## src/rtl/dtrs_unit.sv

```systemverilog
// Division by repeated subtraction. Operands arrive back-to-back on data_in
// (dividend with start, divisor on the following cycle); the divisor is
// subtracted from the working remainder once per cycle until it no longer fits.
module dtrs_unit #(
    parameter int unsigned WIDTH = 16
) (
    input  logic             clk,
    input  logic             rst_n,
    input  logic             start,
    input  logic [WIDTH-1:0] data_in,
    output logic             busy,
    output logic             done,
    output logic             div_by_zero,
    output logic [WIDTH-1:0] quotient,
    output logic [WIDTH-1:0] remainder
);

    typedef enum logic [2:0] {StIdle, StLoadB, StCheck, StSub, StDone} state_e;

    state_e           state_q, state_d;
    logic [WIDTH-1:0] r_q, r_d;       // working remainder
    logic [WIDTH-1:0] d_q, d_d;       // divisor
    logic [WIDTH-1:0] q_q, q_d;       // subtraction counter
    logic [WIDTH-1:0] quotient_q, quotient_d;
    logic [WIDTH-1:0] remainder_q, remainder_d;
    logic             dbz_q, dbz_d;

    // State and datapath registers; reset aborts any operation in flight.
    always_ff @(posedge clk or negedge rst_n) begin
        if (!rst_n) begin
            state_q     <= StIdle;
            r_q         <= '0;
            d_q         <= '0;
            q_q         <= '0;
            quotient_q  <= '0;
            remainder_q <= '0;
            dbz_q       <= 1'b0;
        end else begin
            state_q     <= state_d;
            r_q         <= r_d;
            d_q         <= d_d;
            q_q         <= q_d;
            quotient_q  <= quotient_d;
            remainder_q <= remainder_d;
            dbz_q       <= dbz_d;
        end
    end

    // Next-state and datapath update; everything holds unless a state says otherwise.
    always_comb begin
        state_d     = state_q;
        r_d         = r_q;
        d_d         = d_q;
        q_d         = q_q;
        quotient_d  = quotient_q;
        remainder_d = remainder_q;
        dbz_d       = dbz_q;
        unique case (state_q)
            StIdle: begin
                if (start) begin
                    r_d     = data_in;
                    q_d     = '0;
                    dbz_d   = 1'b0;
                    state_d = StLoadB;
                end
            end
            StLoadB: begin
                d_d     = data_in;
                state_d = StCheck;
            end
            StCheck: begin
                if (d_q == '0) begin
                    quotient_d  = '0;
                    remainder_d = r_q;
                    dbz_d       = 1'b1;
                    state_d     = StDone;
                end else begin
                    state_d = StSub;
                end
            end
            StSub: begin
                // d_q >= 1 here, so r_q - d_q cannot underflow and q_q cannot wrap.
                if (r_q >= d_q) begin
                    r_d = r_q - d_q;
                    q_d = q_q + 1'b1;
                end else begin
                    quotient_d  = q_q;
                    remainder_d = r_q;
                    state_d     = StDone;
                end
            end
            StDone: begin
                state_d = StIdle;
            end
            default: begin
                state_d = StIdle;
            end
        endcase
    end

    // Status and results come straight from registers.
    always_comb begin
        busy        = (state_q != StIdle);
        done        = (state_q == StDone);
        div_by_zero = dbz_q;
        quotient    = quotient_q;
        remainder   = remainder_q;
    end

endmodule

```

## config.mk

```make
export PLATFORM = sky130hd
export DESIGN_NAME = dtrs_unit
export DESIGN_NICKNAME = d
export VERILOG_FILES = /design/src/rtl/dtrs_unit.sv
export SDC_FILE = /design/constraint.sdc
export NUM_CORES = 1
export LEC_CHECK = 0
export ABC_AREA = 0
export CAP_MARGIN = 20
export CORE_MARGIN = 1.5
export CORE_UTILIZATION = 51
export CTS_CLUSTER_DIAMETER = 100
export DETAILED_ROUTE_END_ITERATION = 7
export PLACE_DENSITY = 0.77
export SLEW_MARGIN = 0
export SYNTH_ARGS = -nofsm -noshare
export SYNTH_HDL_FRONTEND = slang
export SYNTH_SLANG_ARGS = --single-unit
export TNS_END_PERCENT = 10
```

## constraint.sdc

```tcl
create_clock -name clk -period 2.7 [get_ports clk]
set_input_delay 0.54 -clock clk [delete_from_list [all_inputs] [get_ports clk]]
set_output_delay 0.54 -clock clk [all_outputs]
set_load 0.02 [all_outputs]
```

# Word level (Yosys, flattened, before mapping)
# Index checks and enable logic that the tools add are counted.
[word_totals]
regBits = 84
elab_cells = 47
out_inout_bits = 35
input_bits = 19
[op_classes]
mux = 19
reduce_logical = 10
n_lt_le_gt_ge = 1
eq_ne = 8
addsub = 2
[op_table]
columns = ["cell", "n"]
rows = [
  ["2-to-1 mux 16 bit", 8],
  ["one-hot mux 16 bit (2 select lines)", 4],
  ["adder 16 x 1 -> 16 bit, second input constant", 1],
  ["greater-or-equal comparator 16 bit", 1],
  ["logical NOT 16 bit", 1],
  ["subtractor 16 bit", 1],
  ["one-hot mux 3 bit (4 select lines)", 1],
  ["2-to-1 mux 3 bit", 3],
  ["AND reduction 3 bit", 3],
  ["!= test 2 bit, second input constant", 4],
  ["equality test 3 x 2 -> 1 bit, second input constant", 2],
  ["nonzero test 2 bit", 3],
  ["equality test 3 x 1 -> 1 bit, second input constant", 1],
  ["equality test 3 bit, second input constant", 1],
  ["logical NOT 3 bit", 1],
  ["nonzero test 3 bit", 1],
  ["2-to-1 mux 1 bit", 2],
  ["one-hot mux 1 bit (2 select lines)", 1],
  ["AND reduction 2 bit", 1],
]

# Depth between registers and ports, before layout
[depth]
depth_word = 3
mapped_depth = 12
mapped_depth_nobuf = 10

# Worst setup path before layout
# Ideal clock, no wire load.
[synth_path]
path_kind = "reg-to-reg"
from = "register r_q[0]"
to = "register remainder_q[0] (netlist: remainder[0])"
synth_period_minus_slack_ns = 2.792
path_stages_with_launch = 13
required_time_ns = 2.575
n_path_buf = 2
setup_slack_ns = -0.092
t_arrival_ns = 2.667
setup_time_ns = 0.125
cell_sequence = "dfrtp_1 > inv_1 > ha_1 > inv_1 > fa_1 > a21o_1 > a21oi_2 > a311o_2 > nand3_4 > a2111o_1 > buf_6 > buf_6 > mux2_4"
[synth_via]
elab_chain_len = 3
elab_cells_between_ends = 6
classes_between = "order compare: 1; eq/ne: 1; mux: 3; reduce/logical: 1"
[synth_rtl]
columns = ["element", "line_no", "rtl"]
rows = [
  ["start, declared", "21", "logic [WIDTH-1:0] r_q, r_d;"],
  ["start signal, assigned", "40", "r_q <= r_d;"],
  ["greater-or-equal comparator 16 bit", "83", "if (r_q >= d_q) begin"],
  ["!= test 2 bit (no source line)", "n/a", ""],
  ["AND reduction 3 bit (no source line)", "n/a", ""],
  ["end signal, assigned", "44", "remainder_q <= remainder_d;"],
  ["end, declared", "25", "logic [WIDTH-1:0] remainder_q, remainder_d;"],
]
# Parallel ways exist; a longest one is shown, timed or not. The select of a mux whose other input is x is not followed.
# A chain may end at the register's enable or synchronous reset.

# Worst setup path in the final report
[layout_path]
from = "register r_q[0]"
to = "register quotient_q[12] (netlist: quotient[12])"
[layout_via]
elab_chain_len = 3
[layout_rtl]
columns = ["element", "line_no", "rtl"]
rows = [
  ["greater-or-equal comparator 16 bit", "83", ""],
  ["!= test 2 bit (no source line)", "n/a", ""],
  ["AND reduction 3 bit (no source line)", "n/a", ""],
  ["end signal, assigned", "43", "quotient_q <= quotient_d;"],
  ["end, declared", "24", "logic [WIDTH-1:0] quotient_q, quotient_d;"],
]
# Every way passes these cells.

==> impl_results.md <==
* Clock power share at 10.5%
* Reg clk slew, reported paths at 0.10 ns
* DP HPWL at 7960 um
* Distinct cells, synth at 60
* Cell area after synthesis at 0.00464 mm^2
* Clk_skew at 0.0158 ns
* Fill cell count at 695
* Switching Share at 44.5%
* First-pass GRT wire length at 19,000 um
* Reg power frac at 27.0%
* Total number of vias at 3,826
* Yosys warns at 0
* Overall Power at 0.00865 W
* Row cnt at 34
* Synth area leaders: dfrtp_1 (45%), ha_1 (4.6%), mux2_4 (4.2%)
* Hold Path Class: input port to async pin
* Post-route ant nets at 0
* Setup CP Type: flip-flop to flip-flop
* CP Launch Type: flip-flop
* Largest net degree at the start of global routing at 85
* Number of global-route vias before repair at 3,757
* Hold Buf Count CTS at 0
* CP Capture Type: flip-flop
* GRT Overall Usage at 24.4%
* Number of flops mapped to enable cells by yosys at 0
* Placed cells at 620
* DR WL/cell at 18.1 um
* Seq cells post-synth at 84
* Yosys top cell area share at 45.3%
* Die W at 98.4 um
* Top FF cell, synth: dfrtp_1
* Fin nets at 568
* Hold Worst Slack at 0.190 ns
* Antenna Diode Count at 0
* Area growth syn-to-layout at 24.2%
* Total CTS buffers at 9
* Die area at 0.00968 mm^2
* Root Driver: clkbuf_8
* Core area at 0.00876 mm^2
* Max Transition Viols Final at 0
* DRC errors left at 0
* Layout cells sized above 1 at 16.6%
* Violated checks: setup timing
* Register Area at 0.00210 mm^2
* Syn avg cell area at 10.1 um^2
* Count of final hold-check violations at 0
* Maximum VDD drop at 0.704 mV
* Iteration-0 DRC Markers at 237
* Final Cell Area at 0.00576 mm^2
* Total of max-cap violations at 0
* Power Dens Cells at 1500 mW/mm^2
* Leak pwr at 2.59 nW
* Total number of H-tree levels at 3
* GR Overflow Total at 0
* Critical Path RT at 2.96 ns
* CP Data Arrival Time at 3.03 ns
* Final period demand of the worst path at 2.77 ns
* Register area share after synthesis at 45.3%
* RSZ-0062 raised after global routing: true
* I/O Buffers at 53
* P_int at 0.00480 W
* Slew HR at 50.0%
* Post-synth net total at 497
* Mapped Cells at 460
* Worst-path maximum fanout at 10
* Final setup vio count at 25
* DIE HEIGHT at 98.4 um
* Final RePlAce weighted congestion at 0.861
* Initial Utilization at 53.0%
* Crit path from: r_q[0]
* Asr flop ratio synth at 100%
* Final Worst Setup Slack at -0.0749 ns
* Reg2reg start: r_q[0]
* WL final at 11,700 um
* CTS tree: built
* # clock sinks at 84
* Multi-input logic area at 0.00238 mm^2
* Top cell type by total area after synthesis: dfrtp_1
* Logic gate share of total power at 62.6%
* Layout Cells excl Fill at 644
* Fmax at 360 MHz
* Placed cell areas at 0.00539 mm^2
* Initial antenna violation count at 0
* Max clock buf depth at 2
* Vias per inst at 5.94
* Fin crit share at 103%
* Reg-to-reg slack, setup at -0.07 ns
* Worst-margin pin slew at 0.743 ns
* TritonRoute pass-1 iters at 5
* Skew-Pair Late Insertion Delay at 0.37 ns
* P_sw at 0.00385 W
* Top-level port count at 54
* Status: finished, violations left
[per-layer routing]
| metal | vias to the layer above | GRT usage (%) | part of all wire [%] |
|---|---|---|---|
| li1 | 1816 | - | - |
| met1 | 1897 | 35.7 | 49 |
| met2 | 92 | 37.0 | 46 |
| met3 | 21 | 3.29 | 3.5 |
| met4 | 0 | 9.32 | 2.0 |
| met5 | - | 0 | 0 |
[logic make-up after synthesis]
kind of cell | synth area share [%]
multiplexers | 7.50
AO/OA/AOI/OAI | 21.7
flip-flops | 45.3
XOR/XNOR | 1.89
AND/OR/NAND/NOR | 13.4
adder cells (fa/ha/maj) | 5.01
buffers and inverters | 5.20
[registers in the layout, indices dropped and copies added, names as in the netlist]
register,count
remainder,16
q_q,16
div_by_zero,1
d_q,16
state_q,3
r_q,16
quotient,16
[layout by cell type, fill, tap and decap left out, types with 6 or more instances in the layout]
| cell type | n |
|---|---|
| and3_1 | 9 |
| o21a_1 | 10 |
| mux2_4 | 16 |
| mux2_1 | 6 |
| a31oi_1 | 12 |
| o21ai_0 | 36 |
| nand2_1 | 52 |
| ha_1 | 13 |
| clkbuf_8 | 11 |
| clkdlybuf4s50_1 | 52 |
| a21o_1 | 7 |
| inv_1 | 23 |
| nor3_1 | 14 |
| nor2_1 | 16 |
| a22o_1 | 16 |
| a21oi_1 | 25 |
| xnor2_1 | 6 |
| nand3_1 | 8 |
| dfrtp_1 | 84 |
| buf_4 | 26 |
[repair_timing]
action / CTS / global route
cloned: 0 / 2
setup endpoints to repair: 32 / 36
resized for setup: 1 / 19
pin swaps: 0 / 1
setup buffers: 0 / 6
[power by group through the flow]
stage	sequential, W	combinational [W]	clock [W]
floorplan	0.00245	0.00325	0
global placement	0.00230	0.00487	0
detailed placement	0.00233	0.00500	0
CTS	0.00232	0.00503	0.000907
global route	0.00242	0.00586	0.000967
finish	0.00233	0.00541	0.000905
[final timing paths]
| kind | endpoint | depth (start not counted) |
|---|---|---|
| max in group asynchronous | d_q[10] | 2 |
| min reg2reg | quotient[3] | 1 |
| min in group clk | quotient[3] | 1 |
| max | quotient[12] | 12 |
| min | d_q[5] | 2 |
| max reg2reg | quotient[12] | 12 |
[final cells by class]
cell class              count  area share, %
repair buffers             85           14.9
multi-input cells         325           41.2
clock buffers              11           2.63
well taps                 108           2.35
clock inverters             5          0.738
inverters                  26           1.69
flip-flops and latches     84           36.5
[synthesized netlist by cell type (2+ instances only)]
library cell / number
a21o_1: 7
a21oi_1: 25
a22o_1: 16
a31oi_1: 12
a31oi_4: 2
a41oi_1: 4
and2_1: 5
and3_1: 10
and4_1: 2
buf_2: 4
buf_4: 2
buf_6: 5
clkbuf_1: 14
dfrtp_1: 84
ha_1: 17
inv_1: 25
mux2_1: 9
mux2_4: 13
mux2i_1: 4
nand2_1: 52
nand2b_1: 2
nand3_1: 8
nand4_1: 5
nor2_1: 17
nor2b_1: 2
nor3_1: 14
nor3b_1: 5
nor4_1: 5
o2111ai_1: 2
o211ai_1: 3
o21a_1: 10
o21ai_0: 36
o21ai_1: 2
o221a_2: 2
o221ai_1: 2
xnor2_1: 6
xor2_1: 4
[worst max-delay path: stages (launching register included)]
cell       delay [ns]
dfrtp_1          0.41
inv_2            0.09
ha_4             0.14
inv_2            0.03
fa_2             0.33
a21o_1           0.17
a21oi_2          0.17
a311o_2          0.22
nand3_4          0.07
a2111o_1         0.45
buf_4            0.19
clkbuf_16        0.16
a22o_1           0.23
[through the flow]
stage | worst slack, ns | utilization [%] | setup TNS, ns
2_1_floorplan | 0.00822 | - | 0
3_3_place_gp | -0.0353 | 61.5 | -0.552
3_5_place_dp | -0.168 | 61.5 | -2.96
4_1_cts | -0.0826 | 63.7 | -0.945
5_1_grt | -0.154 | 65.7 | -3.64
6_report | -0.0749 | 65.7 | -0.939
Power figures use the tool's default switching activity.
